[src/rtl/test_if_top.sv]
// rtl/test_if_top.sv - instruction fetch stage driving a synchronous instruction ROM
// ifetch owns the PC and the output valid; the ROM register supplies the instruction.

module ifetch #(
  parameter int ADDR = 32,
  parameter int INST = 32
) (
  input  logic            clk,
  input  logic            rst,
  input  logic            v_i,
  input  logic            stall_i,
  input  logic            branch_i,
  input  logic [ADDR-1:0] baddr_i,
  input  logic [INST-1:0] inst_i,
  output logic [ADDR-1:0] addr_o,
  output logic            rd_en_o,
  output logic [INST-1:0] inst_o,
  output logic [ADDR-1:0] origaddr_o,
  output logic            v_o
);

  logic [ADDR-1:0] pc;

  assign addr_o  = pc;
  assign inst_o  = inst_i;
  // The ROM register and origaddr_o move together so inst_o always pairs with origaddr_o.
  assign rd_en_o = branch_i | ~stall_i;

  always_ff @(posedge clk or posedge rst) begin
    if (rst) begin
      pc         <= '0;
      origaddr_o <= '0;
      v_o        <= 1'b0;
    end else if (branch_i) begin
      pc         <= baddr_i;
      origaddr_o <= pc;
      v_o        <= 1'b0;
    end else if (!stall_i) begin
      origaddr_o <= pc;
      v_o        <= v_i;
      if (v_i) begin
        pc <= pc + 1'b1;
      end
    end
  end

endmodule


[config.mk]
export PLATFORM = sky130hd
export DESIGN_NAME = ifetch
export DESIGN_NICKNAME = d
export VERILOG_FILES = /design/src/rtl/test_if_top.sv
export SDC_FILE = /design/constraint.sdc
export NUM_CORES = 1
export LEC_CHECK = 0
export ABC_AREA = 1
export CORE_ASPECT_RATIO = 0.75
export CORE_UTILIZATION = 46
export CTS_CLUSTER_DIAMETER = 50
export CTS_CLUSTER_SIZE = 30
export DETAILED_ROUTE_END_ITERATION = 8
export PLACE_DENSITY = 0.83
export SLEW_MARGIN = 20
export SYNTH_ARGS = -nofsm -noshare
export SYNTH_HDL_FRONTEND = slang
export SYNTH_SLANG_ARGS = --single-unit
[constraint.sdc]
create_clock -name clk -period 5.9 [get_ports clk]
set_input_delay 1.77 -clock clk [delete_from_list [all_inputs] [get_ports clk]]
set_output_delay 1.77 -clock clk [all_outputs]
set_load 0.05 [all_outputs]
==> run_results.csv <==
group,metric,value,unit
outcome,status,"completed",
place,gp_routability_congestion,0.846,
clock_tree,cts_resized,0,
clock_tree,cts_root_buf,"clkbuf_8",
sta,maxSlewHeadroom,53.7,%
place,pre_cts_ws,1.32,ns
synthesis,syn-instance-count,495,
final_layout,final_cells,677,
min_path,hp-start,"origaddr_o[1]",
clock_tree,clockBufferDepth,2,
global_routing,overflow,0,
final_layout,nets,637,
synthesis,synth_enable_flop_cells,0,
clock_tree,htree_levels,3,
sta,skew,0.00915,ns
sta,hold_viol_final,0,
synthesis,ys.flop_type,"dfrtp_1",
worst_setup_path,reg2reg_from,"addr_o[1]",
detailed_routing,ant_nets,0,
place,place_inst,661,
clock_tree,holdBufCountCts,0,
synthesis,yosysUniqueCellTypes,30,
synthesis,synth-seq-cells,65,
sta,period_needed,4.60,ns
die,start_util,47.8,%
sta,rsz0062_at_grt,"false",
die,core,7950,sq um
die,fp.dieW,107,microns
sta,setup_ws,1.30,ns
job,cap_violations,0,
clock_tree,cts-buffers-inserted,9,
detailed_routing,avgViaCountPerCell,5.30,
final_layout,final_cell_mix,"nand2_1 (133), clkdlybuf4s50_1 (101), nor2_1 (75)",
worst_setup_path,worstSetupStartpointType,"primary input",
synthesis,syn_avg_cell_area,7.67,sq um
synthesis,synth_top_cell_area_share,42.8,%
worst_setup_path,ff2ff_setup_slack,4.19,ns
global_routing,antenna_found_initial,0,
pwr,irDropWorstVdd,0.000229,V
final_layout,diodes,0,
sta,setup-violations-final,0,
die,fp-row-count,28,
place,dp_hpwl,7510,microns
worst_setup_path,crit_arrival,2.83,ns
worst_setup_path,cp_max_fo,21,
synthesis,synth_top_cell_by_area,"dfrtp_1",
final_layout,stdcell_area,4890,sq um
detailed_routing,route.detailed.drc,0,
detailed_routing,first_iter_violations,359,
synthesis,synthArstFlopShare,100,%
worst_setup_path,worst-setup-path-type,"primary input to output pin",
final_layout,drive_above_1_share,9.27,%
final_layout,final_common_cell,"nand2_1",
worst_setup_path,crit_required,4.13,ns
die,dieArea,8630,sq um
global_routing,grt_pass1_wl,16800,microns
synthesis,synth.cell_area,3800,sq um
detailed_routing,drt-wirelength-per-cell,15.3,microns
min_path,hold_depth,1,
place,portBuffers,102,
final_layout,utilization,61.5,%
detailed_routing,num_vias,3585,
pwr,power_density,298,nW/um^2
min_path,hold_path_end,"origaddr_o[1]",
sta,fmax,0.217,GHz
sta,period_share,78.0,%
clock_tree,path_clk_slew,0.07,ns
die,ioPinCount,167,
clock_tree,cts_sinks,65,
clock_tree,clk_latency,0.35,ns
clock_tree,post_cts_buffers,0,
global_routing,track_usage,25.9,%
synthesis,synth-seq-area-share,42.8,%
worst_setup_path,worstReg2RegEnd,"addr_o[24]",
place,place_area,4690,sq um
synthesis,yosys-top-cells-area,"dfrtp_1 (43%), nand2_1 (13%), nor2_1 (7.4%)",
pwr,total_power,1.46,mW
worst_setup_path,rr_worst_depth,10,
global_routing,grt_max_degree,53,
worst_setup_path,end_kind,"output pin",
clock_tree,cts_tree,"built",
sta,slew_viol_final,0,
sta,fin_hold_ws,0.516,ns
global_routing,first_global_vias,3389,
pwr,cellLeakagePower,2.24,nW
sta,max_slew.worst_pin.slew,0.694,ns
final_layout,syn2layout_area_growth,28.7,%
min_path,min_path_type,"flip-flop to flip-flop",
detailed_routing,wl,10400,microns
synthesis,synth_nets,565,
detailed_routing,dr.pass1.iters,6,
sta,tns,0,ns
synthesis,yosys_warnings,0,
die,fp.dieH,80.7,microns
==> cell type report <==
cell class	instances	area [sq um]
clock buffer	11	141
clock inverter	5	55.1
fill	715	3060
inverter	39	146
multi-input combinational	345	1720
sequential	65	1630
tap	105	131
timing repair buffer	107	1070
==> how the worst max path moves through the flow <==
stage / startpoint / end / slack, ns
after floorplan: branch_i / rd_en_o / 1.64
after global placement: branch_i / rd_en_o / 1.32
after detailed placement: branch_i / rd_en_o / 1.32
after CTS: branch_i / rd_en_o / 1.31
after global routing: branch_i / rd_en_o / 1.25
final: branch_i / rd_en_o / 1.30
==> registers in the layout (all words and copies together) (netlist names) <==
| register | cells |
|---|---|
| addr_o | 32 |
| v_o | 1 |
| origaddr_o | 32 |
==> cell usage after synthesis, drive strengths merged (3+ instances only) <==
master / instances
nand2: 140
o211ai: 3
xor2: 5
nand4: 4
mux2: 12
o21bai: 3
buf: 43
clkbuf: 3
o21ai: 9
nand3: 45
nor2: 86
a21oi: 28
dfrtp: 65
inv: 38
==> power by group <==
part	switching, mW	total, mW	internal [mW]
clock	0.180	0.385	0.205
combinational	0.338	0.510	0.172
sequential	0.0617	0.564	0.502
==> metal layers <==
layer / GRT usage (%) / part of all wire [%]
met1: 35.6 / 45
met2: 39.9 / 44
met3: 8.44 / 10
met4: 5.75 / 1.0
met5: 0 / 0
==> worst max-delay path: stages <==
cell and delay, ns:
clkdlybuf4s50_1 0.46, buf_4 0.27, inv_2 0.07, nand2_2 0.11, buf_12 0.15
==> logic make-up after synthesis <==
| family | Yosys count | share of synthesized area (%) |
|---|---|---|
| xor+xnor | 6 | 1.38 |
| compound gates | 48 | 7.08 |
| simple gates | 278 | 32.9 |
| buf+inv | 85 | 11.9 |
| mux | 12 | 3.56 |
| flops | 65 | 42.8 |
| fa+ha+maj | 1 | 0.329 |
No activity file was read; power rests on OpenSTA's default activity.
